<file path="src/rtl/rv32m_pkg.sv">
// Shared RV32M definitions: M-op funct3 codes, the funct7 that marks an M-op,
// and the multiply/divide sequencer state encoding.
package rv32m_pkg;

    localparam logic [6:0] M_FUNCT7 = 7'b0000001;

    localparam logic [2:0] F3_MUL    = 3'b000;
    localparam logic [2:0] F3_MULH   = 3'b001;
    localparam logic [2:0] F3_MULHSU = 3'b010;
    localparam logic [2:0] F3_MULHU  = 3'b011;
    localparam logic [2:0] F3_DIV    = 3'b100;
    localparam logic [2:0] F3_DIVU   = 3'b101;
    localparam logic [2:0] F3_REM    = 3'b110;
    localparam logic [2:0] F3_REMU   = 3'b111;

    typedef enum logic [1:0] {
        IDLE  = 2'd0,
        CALC  = 2'd1,
        FIXUP = 2'd2,
        DONE  = 2'd3
    } state_t;

endpackage

</file>
<file path="src/rtl/muldiv_step.sv">
// One iteration of the iterative datapath: a radix-2 shift-add multiply step
// (mode=0) or a restoring trial-subtract divide step (mode=1).
module muldiv_step #(
    parameter int XLEN = 32
) (
    input  logic            mode,
    input  logic [XLEN:0]   hi_in,
    input  logic [XLEN-1:0] lo_in,
    input  logic [XLEN-1:0] operand,
    output logic [XLEN:0]   hi_out,
    output logic [XLEN-1:0] lo_out
);

    logic [XLEN:0] sum;
    logic [XLEN:0] shifted;

    // Multiply: hi:lo is the product register, lo shifts out multiplier bits.
    // Divide: hi is the partial remainder, lo shifts dividend bits out and quotient bits in.
    always_comb begin
        sum     = hi_in + (lo_in[0] ? {1'b0, operand} : '0);
        shifted = {hi_in[XLEN-1:0], lo_in[XLEN-1]};
        hi_out  = '0;
        lo_out  = '0;
        if (!mode) begin
            hi_out = {1'b0, sum[XLEN:1]};
            lo_out = {sum[0], lo_in[XLEN-1:1]};
        end else if (shifted >= {1'b0, operand}) begin
            hi_out = shifted - {1'b0, operand};
            lo_out = {lo_in[XLEN-2:0], 1'b1};
        end else begin
            hi_out = shifted;
            lo_out = {lo_in[XLEN-2:0], 1'b0};
        end
    end

endmodule

</file>
<file path="src/rtl/muldiv_sequencer.sv">
// Iterative RV32M multiply/divide unit: stalls the pipeline via busy while it
// iterates, then pulses result_valid with the result and destination tag.
module muldiv_sequencer
    import rv32m_pkg::*;
#(
    parameter int XLEN  = 32,
    parameter int TAG_W = 5
) (
    input  logic             clk,
    input  logic             rst_n,
    input  logic             start,
    input  logic             flush,
    input  logic [2:0]       funct3,
    input  logic [XLEN-1:0]  rs1_val,
    input  logic [XLEN-1:0]  rs2_val,
    input  logic [TAG_W-1:0] rd_in,
    output logic             ready,
    output logic             busy,
    output logic             result_valid,
    output logic [XLEN-1:0]  result,
    output logic [TAG_W-1:0] rd_out
);

    state_t            state, next_state;
    logic [5:0]        count;
    logic [2:0]        op_f3;
    logic              neg_res;
    logic [TAG_W-1:0]  rd_pending;
    logic [XLEN:0]     acc_hi;
    logic [XLEN-1:0]   acc_lo;
    logic [XLEN-1:0]   operand_b;
    logic [XLEN:0]     step_hi;
    logic [XLEN-1:0]   step_lo;

    logic              accept;
    logic              sign_a, sign_b, neg_next;
    logic [XLEN-1:0]   abs_a, abs_b;
    logic              div_zero, div_ovf, special;
    logic [XLEN-1:0]   special_val;
    logic [2*XLEN-1:0] product, product_fix;
    logic [XLEN-1:0]   fixed;

    assign accept = (state == IDLE) && start && !flush;

    // Operand preparation and the divide corner cases resolved at accept time.
    always_comb begin
        sign_a   = ((funct3 == F3_MULH) || (funct3 == F3_MULHSU) ||
                    (funct3 == F3_DIV)  || (funct3 == F3_REM)) && rs1_val[XLEN-1];
        sign_b   = ((funct3 == F3_MULH) || (funct3 == F3_DIV) ||
                    (funct3 == F3_REM)) && rs2_val[XLEN-1];
        abs_a    = sign_a ? -rs1_val : rs1_val;
        abs_b    = sign_b ? -rs2_val : rs2_val;
        neg_next = 1'b0;
        case (funct3)
            F3_MULH, F3_MULHSU, F3_DIV: neg_next = sign_a ^ sign_b;
            F3_REM:                     neg_next = sign_a;
            default:                    neg_next = 1'b0;
        endcase
        div_zero    = funct3[2] && (rs2_val == '0);
        div_ovf     = ((funct3 == F3_DIV) || (funct3 == F3_REM)) &&
                      (rs1_val == {1'b1, {(XLEN-1){1'b0}}}) && (rs2_val == '1);
        special     = div_zero || div_ovf;
        special_val = '0;
        if (div_zero)
            special_val = funct3[1] ? rs1_val : '1;
        else if (div_ovf)
            special_val = funct3[1] ? '0 : rs1_val;
    end

    muldiv_step #(.XLEN(XLEN)) u_step (
        .mode    (op_f3[2]),
        .hi_in   (acc_hi),
        .lo_in   (acc_lo),
        .operand (operand_b),
        .hi_out  (step_hi),
        .lo_out  (step_lo)
    );

    always_comb begin
        product     = {acc_hi[XLEN-1:0], acc_lo};
        product_fix = neg_res ? -product : product;
        fixed       = '0;
        case (op_f3)
            F3_MUL:                        fixed = product_fix[XLEN-1:0];
            F3_MULH, F3_MULHSU, F3_MULHU:  fixed = product_fix[2*XLEN-1:XLEN];
            F3_DIV, F3_DIVU:               fixed = neg_res ? -acc_lo : acc_lo;
            F3_REM, F3_REMU:               fixed = neg_res ? -acc_hi[XLEN-1:0] : acc_hi[XLEN-1:0];
            default:                       fixed = '0;
        endcase
    end

    always_ff @(posedge clk or negedge rst_n) begin
        if (!rst_n)
            state <= IDLE;
        else
            state <= next_state;
    end

    always_comb begin
        next_state   = state;
        ready        = (state == IDLE);
        busy         = (start && ready) || (state == CALC) || (state == FIXUP);
        result_valid = (state == DONE);
        case (state)
            IDLE:    if (accept) next_state = special ? DONE : CALC;
            CALC:    if (flush) next_state = IDLE;
                     else if (count == 6'(XLEN-1)) next_state = FIXUP;
            FIXUP:   next_state = flush ? IDLE : DONE;
            DONE:    next_state = IDLE;
            default: next_state = IDLE;
        endcase
    end

    // Multiply keeps the multiplier in lo and multiplicand as the step operand;
    // divide keeps the dividend in lo and the divisor as the step operand.
    always_ff @(posedge clk or negedge rst_n) begin
        if (!rst_n) begin
            count      <= '0;
            op_f3      <= '0;
            neg_res    <= 1'b0;
            rd_pending <= '0;
            acc_hi     <= '0;
            acc_lo     <= '0;
            operand_b  <= '0;
            result     <= '0;
            rd_out     <= '0;
        end else if (accept) begin
            count      <= '0;
            op_f3      <= funct3;
            neg_res    <= neg_next;
            rd_pending <= rd_in;
            acc_hi     <= '0;
            acc_lo     <= funct3[2] ? abs_a : abs_b;
            operand_b  <= funct3[2] ? abs_b : abs_a;
            if (special) begin
                result <= special_val;
                rd_out <= rd_in;
            end
        end else if (state == CALC && !flush) begin
            acc_hi <= step_hi;
            acc_lo <= step_lo;
            count  <= count + 6'd1;
        end else if (state == FIXUP && !flush) begin
            result <= fixed;
            rd_out <= rd_pending;
        end
    end

endmodule
</file>
<file path="config.mk">
export PLATFORM = sky130hd
export DESIGN_NAME = muldiv_sequencer
export DESIGN_NICKNAME = d
export VERILOG_FILES = /design/src/rtl/rv32m_pkg.sv /design/src/rtl/muldiv_step.sv /design/src/rtl/muldiv_sequencer.sv
export SDC_FILE = /design/constraint.sdc
export NUM_CORES = 1
export LEC_CHECK = 0
export CAP_MARGIN = 20
export CORE_ASPECT_RATIO = 1.25
export CORE_MARGIN = 2
export CORE_UTILIZATION = 55
export DETAILED_ROUTE_END_ITERATION = 8
export DONT_BUFFER_PORTS = 1
export PLACE_DENSITY = 0.76
export SLEW_MARGIN = 5
export SYNTH_ARGS = -nofsm -noshare
export SYNTH_HDL_FRONTEND = slang
export SYNTH_SLANG_ARGS = --single-unit
</file>
<file path="constraint.sdc">
create_clock -name clk -period 6.6 [get_ports clk]
set_clock_uncertainty 0.2 [all_clocks]
set_input_delay 0.99 -clock clk [delete_from_list [all_inputs] [get_ports clk]]
set_output_delay 0.99 -clock clk [all_outputs]
set_load 0.02 [all_outputs]
</file>
==> flow_summary_export.csv <==
group,metric,value,unit
status,status,"complete, no violations",
global_route,antenna_found_initial,0,
run,maxCapViolations,0,
final_layout,area_delta_synth_final,4.55,%
synth,synth_ff_type,"dfrtp_1",
synth,synth_top_area_share,24.7,%
die,io-pin-count,116,
setup_path,critPathTopFamily,"compound AO/OA/AOI/OAI gates",
power_and_ir_drop,clockPowerShare,12.1,%
synth,ys_ff_latch,151,
setup_path,crit_buf_inv,2,
final_layout,final_area,16000,µm²
setup_path,end_kind,"register",
power_and_ir_drop,p_sw,4.59,mW
detailed_routing,drt_first_pass_iters,8,
clock_tree,clkTransAtPathRegs,0.07,ns
clock_tree,cts_setup_buffers,0,
setup_path,cp_max_fo,27,
synth,synth_edf_count,0,
timing,worstMarginPinSlew,1.15,ns
synth,syn_inst,2089,
synth,synth_async_sr_flop_share,100,%
timing,final-setup-viol-count,0,
clock_tree,cts-root-buf,"clkbuf_16",
power_and_ir_drop,swShare,54.1,%
detailed_routing,wirelength,55500,µm
placement,post_dp_cell_area,15400,µm²
timing,min_period_over_period,66.0,%
clock_tree,clk_latency,0.45,ns
power_and_ir_drop,p_leak,6.49,nW
detailed_routing,drc_errors,0,
global_route,grt_pass1_vias,14900,
clock_tree,cts_resized,0,
detailed_routing,vias_per_cell,6.73,
detailed_routing,vias,15800,
power_and_ir_drop,seq_power_share,25.3,%
final_layout,drive_gt1_share,4.75,%
synth,ys_types,75,
timing,relSlewSlack,23.3,%
die,fp.dieH,190,µm
timing,fin_tns_setup,0,ns
clock_tree,cts_buffers,17,
setup_path,worstPathCellList,"inv_1, buf_4, nor2_1, ha_1, a21o_1, a211o_1, o21ai_0, nand4_1, a41oi_1, o211ai_1, xor2_1, a2bb2oi_1, o31ai_1",
detailed_routing,wire_per_inst,23.6,µm
power_and_ir_drop,pwr-share-comb,62.7,%
global_route,grt_pass1_wl,85700,µm
setup_path,critPathLaunchType,"register",
die,dieArea,29200,µm²
synth,synth_top_area_cell,"dfrtp_1",
clock_tree,h-tree-depth,4,
power_and_ir_drop,p_per_area,532,nW/µm²
final_layout,nets,2135,
placement,dp_hpwl,42900,µm
synth,avgSynthCellArea,7.32,µm²
detailed_routing,drt_iter0_drc,1555,
timing,hold_viol_final,0,
placement,place_ws,2.10,ns
synth,synth.area.top_cells,"dfrtp_1, o21ai_0, nand2_1",
timing,rsz0062_at_grt,"no",
clock_tree,hold_buffers,0,
global_route,track_usage,37.2,%
die,fp.coreArea,27500,µm²
global_route,overflow,0,
placement,port_buffers,0,
synth,ys_warn_count,0,
timing,period_minus_slack,4.35,ns
power_and_ir_drop,ir_worst_vdd,0.227,mV
setup_path,cp_data_arrival_time,4.51,ns
timing,fin_ws,2.25,ns
setup_path,worst-path-stages,13,
synth,ys_seq_area_share,24.7,%
setup_path,worst_ep_required_time,6.76,ns
timing,timing.fmax,230,MHz
setup_path,r2r_cells,13,
die,initial_utilization,55.6,%
final_layout,fillers,2580,
final_layout,layout_commonest_cell,"nand2_1",
final_layout,num_antenna_cells,0,
placement,place_congestion,1.03,
die,rows,68,
min_path,hp-class,"input port to async pin",
timing,slew_violations,0,
setup_path,slowest_stage,"o21ai_0",
detailed_routing,ant_nets,0,
global_route,grt_max_degree,152,
die,die_w,153,µm
synth,syn_area,15300,µm²
power_and_ir_drop,internal-power,3.91,mW
setup_path,worstSetupPathType,"register to register",
final_layout,final_cell_mix,"nand2_1, o21ai_0, nor2_1",
setup_path,max_stage_delay,0.49,ns
clock_tree,clk_path_buf_depth,2,
clock_tree,cts_tree,"built",
synth,syn_nets,2237,
clock_tree,cts_sinks,151,
cell type report:
| class | instances | area, µm² | share of cell area (%) |
|---|---|---|---|
| multi-input cells | 1717 | 10700 | 66.9 |
| flip-flops and latches | 151 | 3780 | 23.7 |
| well taps | 350 | 438 | 2.74 |
| clock buffers | 17 | 425 | 2.66 |
| inverters | 77 | 289 | 1.81 |
| clock inverters | 15 | 178 | 1.11 |
| repair buffers | 23 | 173 | 1.08 |
stage by stage:
step	power [mW]	hold WS (ns)	instances	utilization [%]
global placement	7.21	0.258	2318	56.0
global route	9.07	0.0232	2350	58.2
CTS	8.34	0.0232	2350	58.2
detailed placement	7.29	0.269	2318	56.0
finish	8.50	0.0310	2350	58.2
floorplan	5.88	0.241	2089	-
power groups by stage:
stage               combinational, mW  clock (mW)  sequential (mW)
finish                           5.33        1.03             2.15
global placement                 5.10           0             2.11
floorplan                        4.11           0             1.77
CTS                              5.20        1.03             2.12
global route                     5.82        1.06             2.19
detailed placement               5.16           0             2.13
worst paths after layout:
kind	end	from	slack (ns)
worst max-delay path	acc_hi[31]	acc_lo[0]	2.25
worst min-delay path	acc_hi[27]	rst_n	0.03
worst max register to register	acc_hi[31]	acc_lo[0]	2.25
worst min register to register	rd_pending[0]	rd_pending[0]	0.28
max in group asynchronous	acc_lo[6]	rst_n	5.90
min in group clk	rd_pending[0]	rd_pending[0]	0.28
worst register-to-register path: stages (launching register included):
cell and delay [ns]:
dfrtp_1 0.47, inv_1 0.25, buf_4 0.37, nor2_1 0.11, ha_1 0.33, a21o_1 0.22
a211o_1 0.31, o21ai_0 0.49, nand4_1 0.35, a41oi_1 0.48, o211ai_1 0.20, xor2_1 0.17
a2bb2oi_1 0.08, o31ai_1 0.24
state kept, by name, indices dropped and copies added (netlist names):
| signal | cells |
|---|---|
| acc_hi | 33 |
| acc_lo | 32 |
| operand_b | 32 |
| result | 32 |
| count | 6 |
| rd_out | 5 |
| rd_pending | 5 |
| op_f3 | 3 |
| state | 2 |
| neg_res | 1 |
synth_stat cells, types with 18 or more instances:
cell type and count:
xnor2_1 89, o41ai_1 22, or3_1 18, o211ai_1 68, ha_1 70, xor2_1 89, nand2b_1 19, a21o_1 22
dfrtp_1 151, or4_1 18, nor3_1 43, nand3_1 35, nand4_1 33, a21oi_1 155, nor2_1 193, clkbuf_1 129
inv_1 77, o31ai_1 38, mux2i_1 43, nand2_1 273, o21ai_0 250
cells by family after synthesis:
| family | after synthesis | synth area share, % |
|---|---|---|
| fa+ha+maj | 72 | 5.99 |
| simple gates | 714 | 21.4 |
| xor+xnor | 178 | 10.2 |
| buf+inv | 221 | 5.49 |
| compound gates | 701 | 28.7 |
| mux | 52 | 3.48 |
| flops | 151 | 24.7 |
layer usage:
metal / GRT usage (%) / vias to the layer above / share of wire, %
li1: - / 7354 / -
met1: 46.5 / 7463 / 39
met2: 62.2 / 821 / 47
met3: 6.66 / 183 / 8.3
met4: 18.3 / 0 / 5.3
met5: 0 / - / 0
No activity file was read; power rests on OpenSTA's default activity.
